File: config.mk
export PLATFORM = sky130hd
export DESIGN_NAME = dsp_cfg_mgmt_bus_num_writer_flat
export DESIGN_NICKNAME = d
export VERILOG_FILES = /design/src/rtl/dsp_cfg_mgmt_bus_num_writer_if.sv /design/src/rtl/dsp_cfg_mgmt_bus_num_writer.sv /design/src/flat_wrapper.sv
export SDC_FILE = /design/constraint.sdc
export NUM_CORES = 1
export LEC_CHECK = 0
export CELL_PAD_IN_SITES_DETAIL_PLACEMENT = 1
export CELL_PAD_IN_SITES_GLOBAL_PLACEMENT = 1
export CORE_AREA = 3 3 99 101
export DETAILED_ROUTE_END_ITERATION = 8
export DIE_AREA = 0 0 102 104
export PLACE_DENSITY_LB_ADDON = 0.08
export SETUP_SLACK_MARGIN = 0.2
export SYNTH_ARGS = -nofsm -noshare
export SYNTH_HDL_FRONTEND = slang
export SYNTH_SLANG_ARGS = --single-unit
File: constraint.sdc
create_clock -name dsp_user_clk -period 2.4 [get_ports dsp_user_clk]
set_input_delay 0.48 -clock dsp_user_clk [delete_from_list [all_inputs] [get_ports dsp_user_clk]]
set_output_delay 0.48 -clock dsp_user_clk [all_outputs]
set_load 0.03 [all_outputs]
File: src/rtl/dsp_cfg_mgmt_bus_num_writer_if.sv
// Request handshake plus DSP configuration-management access port of the bus-number writer.
// The writer is the master; the requester and config space together form the slave side.
interface dsp_cfg_mgmt_bus_num_writer_if;
    logic        req_valid;
    logic        req_ready;
    logic [7:0]  req_pri_bus;
    logic [7:0]  req_sec_bus;
    logic [7:0]  req_sub_bus;
    logic [9:0]  dsp_cfg_mgmt_addr;
    logic [7:0]  dsp_cfg_mgmt_function_number;
    logic        dsp_cfg_mgmt_write;
    logic        dsp_cfg_mgmt_read;
    logic [31:0] dsp_cfg_mgmt_write_data;
    logic [3:0]  dsp_cfg_mgmt_byte_enable;
    logic [31:0] dsp_cfg_mgmt_read_data;
    logic        dsp_cfg_mgmt_read_write_done;

    modport master (
        input  req_valid, req_pri_bus, req_sec_bus, req_sub_bus,
               dsp_cfg_mgmt_read_data, dsp_cfg_mgmt_read_write_done,
        output req_ready, dsp_cfg_mgmt_addr, dsp_cfg_mgmt_function_number,
               dsp_cfg_mgmt_write, dsp_cfg_mgmt_read, dsp_cfg_mgmt_write_data,
               dsp_cfg_mgmt_byte_enable
    );

    modport slave (
        output req_valid, req_pri_bus, req_sec_bus, req_sub_bus,
               dsp_cfg_mgmt_read_data, dsp_cfg_mgmt_read_write_done,
        input  req_ready, dsp_cfg_mgmt_addr, dsp_cfg_mgmt_function_number,
               dsp_cfg_mgmt_write, dsp_cfg_mgmt_read, dsp_cfg_mgmt_write_data,
               dsp_cfg_mgmt_byte_enable
    );
endinterface

File: src/rtl/dsp_cfg_mgmt_bus_num_writer.sv
// Writes primary/secondary/subordinate bus numbers to config DWORD 0x006, reads them
// back to verify, and retries on mismatch or access timeout.
module dsp_cfg_mgmt_bus_num_writer #(
    parameter int unsigned TIMEOUT_CYCLES = 1023,
    parameter int unsigned MAX_RETRIES    = 3
) (
    input  logic                          dsp_user_clk,
    input  logic                          sys_reset_n,
    dsp_cfg_mgmt_bus_num_writer_if.master bus,
    output logic                          wb_done,
    output logic                          wb_error,
    output logic [1:0]                    retry_count
);
    typedef enum logic [2:0] {IDLE, WR, RD, CMP, DONE, ERR} state_t;

    localparam int unsigned      TMO_W         = $clog2(TIMEOUT_CYCLES + 1);
    localparam logic [TMO_W-1:0] TMO_LAST      = TMO_W'(TIMEOUT_CYCLES);
    localparam logic [1:0]       RETRY_LIMIT   = 2'(MAX_RETRIES);
    localparam logic [9:0]       BUS_NUM_DWORD = 10'h006;

    state_t           state_q;
    state_t           state_d;
    logic [7:0]       pri_q;
    logic [7:0]       sec_q;
    logic [7:0]       sub_q;
    logic [23:0]      readback_q;
    logic             readback_valid_q;
    logic [TMO_W-1:0] tmo_cnt_q;
    logic [1:0]       retry_q;

    logic accept;
    logic access_done;
    logic tmo_hit;
    logic match;
    logic in_access;
    logic unused_read_data_hi;

    assign accept      = (state_q == IDLE) && bus.req_valid;
    assign access_done = bus.dsp_cfg_mgmt_read_write_done;
    assign tmo_hit     = (tmo_cnt_q == TMO_LAST);
    assign in_access   = (state_q == WR) || (state_q == RD);
    // A timed-out attempt never sets readback_valid_q, so it fails the compare too.
    assign match       = readback_valid_q && (readback_q == {sub_q, sec_q, pri_q});
    assign unused_read_data_hi = ^bus.dsp_cfg_mgmt_read_data[31:24];

    // NOTE: sequential state uses non-blocking assignments so every register sees pre-edge values.
    always_ff @(posedge dsp_user_clk or negedge sys_reset_n) begin
        if (!sys_reset_n) begin
            state_q <= IDLE;
        end else begin
            state_q <= state_d;
        end
    end

    // NOTE: state_d takes a default before the case so no path can infer a latch.
    always_comb begin
        state_d = state_q;
        unique case (state_q)
            IDLE: if (bus.req_valid) state_d = WR;
            WR: begin
                if (access_done)  state_d = RD;
                else if (tmo_hit) state_d = CMP;
            end
            RD:   if (access_done || tmo_hit) state_d = CMP;
            CMP: begin
                if (match)                      state_d = DONE;
                else if (retry_q < RETRY_LIMIT) state_d = WR;
                else                            state_d = ERR;
            end
            DONE, ERR: state_d = IDLE;
            default:   state_d = IDLE;
        endcase
    end

    always_ff @(posedge dsp_user_clk or negedge sys_reset_n) begin
        if (!sys_reset_n) begin
            pri_q            <= '0;
            sec_q            <= '0;
            sub_q            <= '0;
            readback_q       <= '0;
            readback_valid_q <= 1'b0;
            tmo_cnt_q        <= '0;
            retry_q          <= '0;
        end else begin
            // Restart the timeout window on every entry into WR or RD.
            tmo_cnt_q <= (in_access && (state_d == state_q)) ? tmo_cnt_q + 1'b1 : '0;
            if (accept) begin
                pri_q            <= bus.req_pri_bus;
                sec_q            <= bus.req_sec_bus;
                sub_q            <= bus.req_sub_bus;
                readback_q       <= '0;
                readback_valid_q <= 1'b0;
                retry_q          <= '0;
            end
            if ((state_q == RD) && access_done) begin
                readback_q       <= bus.dsp_cfg_mgmt_read_data[23:0];
                readback_valid_q <= 1'b1;
            end
            if ((state_q == CMP) && (state_d == WR)) begin
                retry_q          <= retry_q + 1'b1;
                readback_valid_q <= 1'b0;
            end
        end
    end

    always_comb begin
        bus.req_ready                    = (state_q == IDLE) && sys_reset_n;
        bus.dsp_cfg_mgmt_addr            = '0;
        bus.dsp_cfg_mgmt_function_number = '0;
        bus.dsp_cfg_mgmt_write           = 1'b0;
        bus.dsp_cfg_mgmt_read            = 1'b0;
        bus.dsp_cfg_mgmt_write_data      = '0;
        bus.dsp_cfg_mgmt_byte_enable     = '0;
        wb_done                          = 1'b0;
        wb_error                         = 1'b0;
        unique case (state_q)
            WR: begin
                bus.dsp_cfg_mgmt_write       = 1'b1;
                bus.dsp_cfg_mgmt_addr        = BUS_NUM_DWORD;
                bus.dsp_cfg_mgmt_byte_enable = 4'b0111;
                bus.dsp_cfg_mgmt_write_data  = {8'h00, sub_q, sec_q, pri_q};
            end
            RD: begin
                bus.dsp_cfg_mgmt_read        = 1'b1;
                bus.dsp_cfg_mgmt_addr        = BUS_NUM_DWORD;
                bus.dsp_cfg_mgmt_byte_enable = 4'b1111;
            end
            DONE:    wb_done  = 1'b1;
            ERR:     wb_error = 1'b1;
            default: ;
        endcase
    end

    assign retry_count = retry_q;
endmodule

File: src/flat_wrapper.sv
// flat-port wrapper written by rule: the top's interface ports become plain ports
module dsp_cfg_mgmt_bus_num_writer_flat 
#(
    parameter int unsigned TIMEOUT_CYCLES = 1023,
    parameter int unsigned MAX_RETRIES    = 3
)
  (dsp_user_clk, sys_reset_n, wb_done, wb_error, retry_count, bus_req_valid, bus_req_pri_bus, bus_req_sec_bus, bus_req_sub_bus, bus_dsp_cfg_mgmt_read_data, bus_dsp_cfg_mgmt_read_write_done, bus_req_ready, bus_dsp_cfg_mgmt_addr, bus_dsp_cfg_mgmt_function_number, bus_dsp_cfg_mgmt_write, bus_dsp_cfg_mgmt_read, bus_dsp_cfg_mgmt_write_data, bus_dsp_cfg_mgmt_byte_enable);
  dsp_cfg_mgmt_bus_num_writer_if bus_i ();
  input  logic dsp_user_clk;
  input  logic sys_reset_n;
  output logic wb_done;
  output logic wb_error;
  output logic [1:0] retry_count;
  input wire logic [$bits(bus_i.req_valid)-1:0] bus_req_valid;
  input wire logic [$bits(bus_i.req_pri_bus)-1:0] bus_req_pri_bus;
  input wire logic [$bits(bus_i.req_sec_bus)-1:0] bus_req_sec_bus;
  input wire logic [$bits(bus_i.req_sub_bus)-1:0] bus_req_sub_bus;
  input wire logic [$bits(bus_i.dsp_cfg_mgmt_read_data)-1:0] bus_dsp_cfg_mgmt_read_data;
  input wire logic [$bits(bus_i.dsp_cfg_mgmt_read_write_done)-1:0] bus_dsp_cfg_mgmt_read_write_done;
  output wire logic [$bits(bus_i.req_ready)-1:0] bus_req_ready;
  output wire logic [$bits(bus_i.dsp_cfg_mgmt_addr)-1:0] bus_dsp_cfg_mgmt_addr;
  output wire logic [$bits(bus_i.dsp_cfg_mgmt_function_number)-1:0] bus_dsp_cfg_mgmt_function_number;
  output wire logic [$bits(bus_i.dsp_cfg_mgmt_write)-1:0] bus_dsp_cfg_mgmt_write;
  output wire logic [$bits(bus_i.dsp_cfg_mgmt_read)-1:0] bus_dsp_cfg_mgmt_read;
  output wire logic [$bits(bus_i.dsp_cfg_mgmt_write_data)-1:0] bus_dsp_cfg_mgmt_write_data;
  output wire logic [$bits(bus_i.dsp_cfg_mgmt_byte_enable)-1:0] bus_dsp_cfg_mgmt_byte_enable;
  assign bus_i.req_valid = bus_req_valid;
  assign bus_i.req_pri_bus = bus_req_pri_bus;
  assign bus_i.req_sec_bus = bus_req_sec_bus;
  assign bus_i.req_sub_bus = bus_req_sub_bus;
  assign bus_i.dsp_cfg_mgmt_read_data = bus_dsp_cfg_mgmt_read_data;
  assign bus_i.dsp_cfg_mgmt_read_write_done = bus_dsp_cfg_mgmt_read_write_done;
  assign bus_req_ready = bus_i.req_ready;
  assign bus_dsp_cfg_mgmt_addr = bus_i.dsp_cfg_mgmt_addr;
  assign bus_dsp_cfg_mgmt_function_number = bus_i.dsp_cfg_mgmt_function_number;
  assign bus_dsp_cfg_mgmt_write = bus_i.dsp_cfg_mgmt_write;
  assign bus_dsp_cfg_mgmt_read = bus_i.dsp_cfg_mgmt_read;
  assign bus_dsp_cfg_mgmt_write_data = bus_i.dsp_cfg_mgmt_write_data;
  assign bus_dsp_cfg_mgmt_byte_enable = bus_i.dsp_cfg_mgmt_byte_enable;
  dsp_cfg_mgmt_bus_num_writer #(.TIMEOUT_CYCLES(TIMEOUT_CYCLES), .MAX_RETRIES(MAX_RETRIES)) u_core (.dsp_user_clk(dsp_user_clk), .sys_reset_n(sys_reset_n), .bus(bus_i), .wb_done(wb_done), .wb_error(wb_error), .retry_count(retry_count));
endmodule
; Word-level counts from Yosys, hierarchy flattened
; Index checks and enable logic that the tools add are counted.
[op_classes]
mux = 22
n_lt_le_gt_ge = 1
n_eq_ne = 9
reduce_logical = 13
add_sub_neg = 2
[ops]
columns = operator, count
row1 = 24-bit 2-to-1 mux, 3
row2 = 24-bit == test, 1
row3 = 3-bit 2-to-1 mux, 7
row4 = 3-bit one-hot mux with 4 select lines, 1
row5 = "10-bit by 1-bit adder with 10-bit output, second input constant", 1
row6 = "10-bit == test, second input constant", 1
row7 = 10-bit 2-to-1 mux, 1
row8 = 4-bit one-hot mux with 2 select lines, 1
row9 = 1-bit 2-to-1 mux, 7
row10 = "3-bit by 1-bit == test with 1-bit output, second input constant", 2
row11 = "3-bit by 2-bit == test with 1-bit output, second input constant", 2
row12 = "3-bit == test, second input constant", 2
row13 = 1-bit logical AND, 6
row14 = 2-bit 2-to-1 mux, 2
row15 = 2-bit nonzero test, 2
row16 = 3-bit == test, 1
row17 = 3-bit logical NOT, 1
row18 = 3-bit nonzero test, 1
row19 = "2-bit by 1-bit adder with 2-bit output, second input constant", 1
row20 = 1-bit logical OR, 2
row21 = "2-bit < comparator, second input constant", 1
row22 = 2-bit OR reduction, 1
[word_totals]
register_bits = 64
out_inout_bits = 61
inputBits = 60
elab_cells = 55

; Longest topological paths before layout
[logic_depth]
depth_word = 7
ltp_mapped = 7
depth_no_buf = 6

; Least setup slack after synthesis
; Ideal clock, no wire load.
[synth_path]
kind = register to output
start = register u_core.state_q[1]
end = output bus_dsp_cfg_mgmt_write_data[15]
t_arrival_ns = 1.590
path_stages_with_launch = 5
slack_ns = 0.330
required_time_ns = 1.920
path_buffers = 2
cell_sequence = dfrtp_1 > buf_2 > nor3_1 > buf_2 > and2_1
[synth_via]
elab_chain_len = 2
[synth_rtl]
columns = element, line
row1 = start: declaration, dsp_cfg_mgmt_bus_num_writer.sv:21  ; state_t state_q;
row2 = start signal: assignment, dsp_cfg_mgmt_bus_num_writer.sv:51  ; state_q <= state_d;
row3 = 3-bit by 1-bit == test with 1-bit output, dsp_cfg_mgmt_bus_num_writer.sv:116  ; unique case (state_q)
row4 = 24-bit 2-to-1 mux, dsp_cfg_mgmt_bus_num_writer.sv:116
row5 = end: declaration, flat_wrapper.sv:25  ; output wire logic [$bits(bus_i.dsp_cfg_mgmt_write_data)-1:0] bus_dsp_cfg_mgmt_write_data;
; No other way between the ends.

; Final worst setup path
[layout_path]
start = register u_core.state_q[0]
end = output bus_dsp_cfg_mgmt_byte_enable[0]
[layout_via]
elab_chain_len = 2
word_cells_on_any_way = 3
classes_between = 2 x eq/ne / 1 x mux
[layout_rtl]
columns = element, line
row1 = 3-bit by 2-bit == test with 1-bit output or 3-bit by 1-bit == test with 1-bit output (tied branches), dsp_cfg_mgmt_bus_num_writer.sv:116
row2 = 4-bit one-hot mux with 2 select lines *, dsp_cfg_mgmt_bus_num_writer.sv:116
row3 = end: declaration, flat_wrapper.sv:26  ; output wire logic [$bits(bus_i.dsp_cfg_mgmt_byte_enable)-1:0] bus_dsp_cfg_mgmt_byte_enable;
; Mark *: on every way between the ends. The rest lies on a longest branch, timed or not.

==> summary.txt <==
Status
  – Status: completed

Final layout
  – Layout filler cell count: 998
  – Final nets: 434
  – Area of all placed cells without fillers: 4320 sq um
  – Share of cells above drive strength 1: 26.0%
  – Non-filler instance count after layout: 488
  – Layout Area Growth over Synthesis: 34.9%
  – Most frequent standard cell in the layout excluding fill and tap cells: sky130_fd_sc_hd__dfrtp_1
  – Antenna Diode Count: 0
  – Leading cell types in the layout, fill and taps excluded: 61 x sky130_fd_sc_hd__dfrtp_1, 52 x sky130_fd_sc_hd__clkdlybuf4s50_1, 43 x sky130_fd_sc_hd__buf_4
  – Final Util: 47.4%

CTS
  – Worst-Skew Late Latency: 0.34 ns
  – Clock sink total: 64
  – Clock slew at reported path FFs: 0.07 ns
  – H-tree level count: 3
  – CTS tree: yes
  – Number of buffers on the longest clock path: 2
  – CTS Buf Count: 9
  – Library cell used as clock root buffer: sky130_fd_sc_hd__clkbuf_8

Setup path
  – Type of destination of the critical path: output pin
  – Largest stage delay, worst path: 0.45 ns
  – Worst path cell trace: inv_2 > nor3_4 > buf_6 > or2_2 > buf_4
  – Category of the critical setup timing path: flop to output pin
  – Crit-path slowest cell: sky130_fd_sc_hd__dfrtp_2
  – Length in cells of the worst reg-to-reg path: 5
  – Peak fanout along the critical path: 7
  – Data required, critical path: 1.92 ns
  – CP arrival: 1.64 ns
  – Element type at the critical path start: flop
  – Internal reg-to-reg setup slack: 0.64 ns

Pwr
  – Worst vdd rail ir drop: 559 uV
  – Static leakage: 0.00195 uW
  – Pwr dens: 1400 nW/um^2

Global routing
  – Initial antenna violation count: 0
  – Global route hottest layer: met2
  – Routing usage on met1: 21.1%
  – Vias in the first global route: 2388
  – First-pass GRT wire length: 12500 um
  – Total congestion overflow after global routing: 0
  – Maximum number of pins on one net before global-route repair: 65
  – Global Route met3 Usage: 4.02%
  – Met2 track utilization from global routing: 22.2%
  – Total Routing Usage GR: 15.3%

Place
  – Dpl cell area: 3990 sq um
  – Detailed placer's ending HPWL: 5480 um
  – Placed Cells incl. Taps: 464
  – Post-place setup slack: 0.404 ns
  – RePlAce Congestion: 0.715
  – I/O Buffers: 88

Drt
  – DRC violation total after the first TritonRoute iteration: 64
  – Final routed DRC violation total: 0
  – Count of antenna-violating nets left after detailed routing: 0
  – Wire length after detailed routing: 7770 um
  – Vias per inst: 4.67
  – Via count of the routed design: 2280
  – Drt wl/cell: 15.9 um
  – First-pass detailed-route iteration total: 4

Timing
  – Final cycle utilization of the critical path: 88.3%
  – Fmax: 472 MHz
  – Number of max-slew violations in the final report: 0
  – Final Critical Period: 2.12 ns
  – Number of endpoints failing setup at the final stage: 0
  – Headroom to the max-slew limit: 44.9%
  – Skew final: 0.0126 ns
  – Number of failing hold endpoints at the final stage: 0
  – Minimum setup slack in the final design: 0.280 ns
  – Transition at the pin with the smallest max-transition slack: 0.827 ns
  – RSZ-0062 raised after global routing: no
  – Post-route setup TNS: 0 ns

Logic synthesis
  – Number of instances in the synthesized netlist: 275
  – Yosys warns: 0
  – Sequential element share of the synthesized area: 50.0%
  – Count of state elements after synthesis: 64
  – Share of Yosys cell area claimed by the top area cell type: 50.0%
  – Post-synthesis cell area: 3200 sq um
  – Avg Cell Area, Syn: 11.6 sq um
  – Leading area contributor after synthesis: sky130_fd_sc_hd__dfrtp_1
  – Cells taking the most area after synthesis: sky130_fd_sc_hd__dfrtp_1 50%, sky130_fd_sc_hd__mux2_2 8.4%, sky130_fd_sc_hd__xnor2_1 7.7%
  – Cell variety after synth: 34

Floorplan
  – Effective utilization at floorplan: 35.2%
  – Core area: 9110 sq um
  – Die width: 102 um
  – Die span in y: 104 um
  – Number of placement rows: 35
  – Number of top-level pins: 121
  – DIE AREA: 10600 sq um

Worst hold path
  – Hold crit path type: primary input to async pin

Flow run
  – # Max-Cap Violations: 0
## worst max-delay path, delay by kind of cell, from the launching register on
family                 cells  cell delay, ns
DFF                        1            0.45
and+or+nand+nor            2            0.40
buffers and inverters      3            0.44
## cell families (layout without fill, tap and decap cells)
kind of cell	after synthesis	count (layout)	share of synthesized area, %
compound gates	32	32	8.48
simple gates	73	73	13.1
other cells	1	24	0.117
fa+ha+maj	2	2	0.781
flops	64	64	50.0
buf+inv	45	124	9.73
mux	26	26	9.07
xor+xnor	32	32	8.75
## cells in the mapped netlist (all sizes together)
library cell  instances
xor2                  4
a21o                  1
a31oi                 2
mux2                 24
dfrtp                64
nor2                 14
nand4                 7
a22o                 24
and3                  4
nand2                 8
inv                   5
mux2i                 2
and4                  2
or2                   1
nor4                  1
ha                    2
a211oi                1
o21bai                1
xnor2                28
and2                 26
nand3                 5
buf                  39
conb                  1
nor3                  5
a21oi                 3
clkbuf                1
## final timing paths
check | start | endpoint
setup / recovery | u_core.state_q[0] | bus_dsp_cfg_mgmt_byte_enable[0]
min in group dsp_user_clk | u_core.tmo_cnt_q[0] | u_core.tmo_cnt_q[0]
hold reg to reg | u_core.tmo_cnt_q[0] | u_core.tmo_cnt_q[0]
setup reg to reg | u_core.sub_q[6] | u_core.retry_count[1]
hold / removal | sys_reset_n | u_core.tmo_cnt_q[5]
max in group asynchronous | sys_reset_n | u_core.state_q[1]
## routing by layer
| layer | routed length, um | vias up | part of all wire [%] |
|---|---|---|---|
| met5 | 0 | - | 0 |
| met4 | 182 | 0 | 2.3 |
| met3 | 476 | 13 | 6.1 |
| met2 | 3540 | 78 | 46 |
| met1 | 3570 | 1101 | 46 |
| li1 | - | 1088 | - |
## flip-flops by register name (all words and copies together), names as in the netlist
signal and flops:
u_core.readback_q 24, u_core.tmo_cnt_q 10, u_core.pri_q 8, u_core.sec_q 8, u_core.sub_q 8, u_core.state_q 3, u_core.retry_count 2, u_core.readback_valid_q 1
## area by class of cell
type | instances | area (sq um) | share of cell area, %
well taps | 111 | 139 | 3.22
clock buffers | 10 | 128 | 2.95
multi-input cells | 189 | 1390 | 32.1
flip-flops and latches | 64 | 1610 | 37.2
inverters | 5 | 18.8 | 0.435
repair buffers | 103 | 935 | 21.6
clock inverters | 6 | 108 | 2.49
## timing repair
action                                  CTS  global route
hold buffers                              0             0
setup buffers                             3             5
resized for setup                         7             2
endpoints found under the setup margin   11            17
## power by group
group	internal, uW	switching [uW]	total (uW)	leakage [uW]
sequential	1520	385	1910	0.000816
combinational	1450	1570	3020	0.00102
clock	687	432	1120	0.000116
total	3650	2390	6040	0.00195
## metrics by stage
step                      hold WS (ns)  power, uW
after floorplan                  0.184       3930
after global placement           0.480       4750
after detailed placement         0.479       4800
after CTS                        0.388       6060
after global routing             0.428       6450
final                            0.342       6040
No activity file was read; power rests on OpenSTA's default activity.
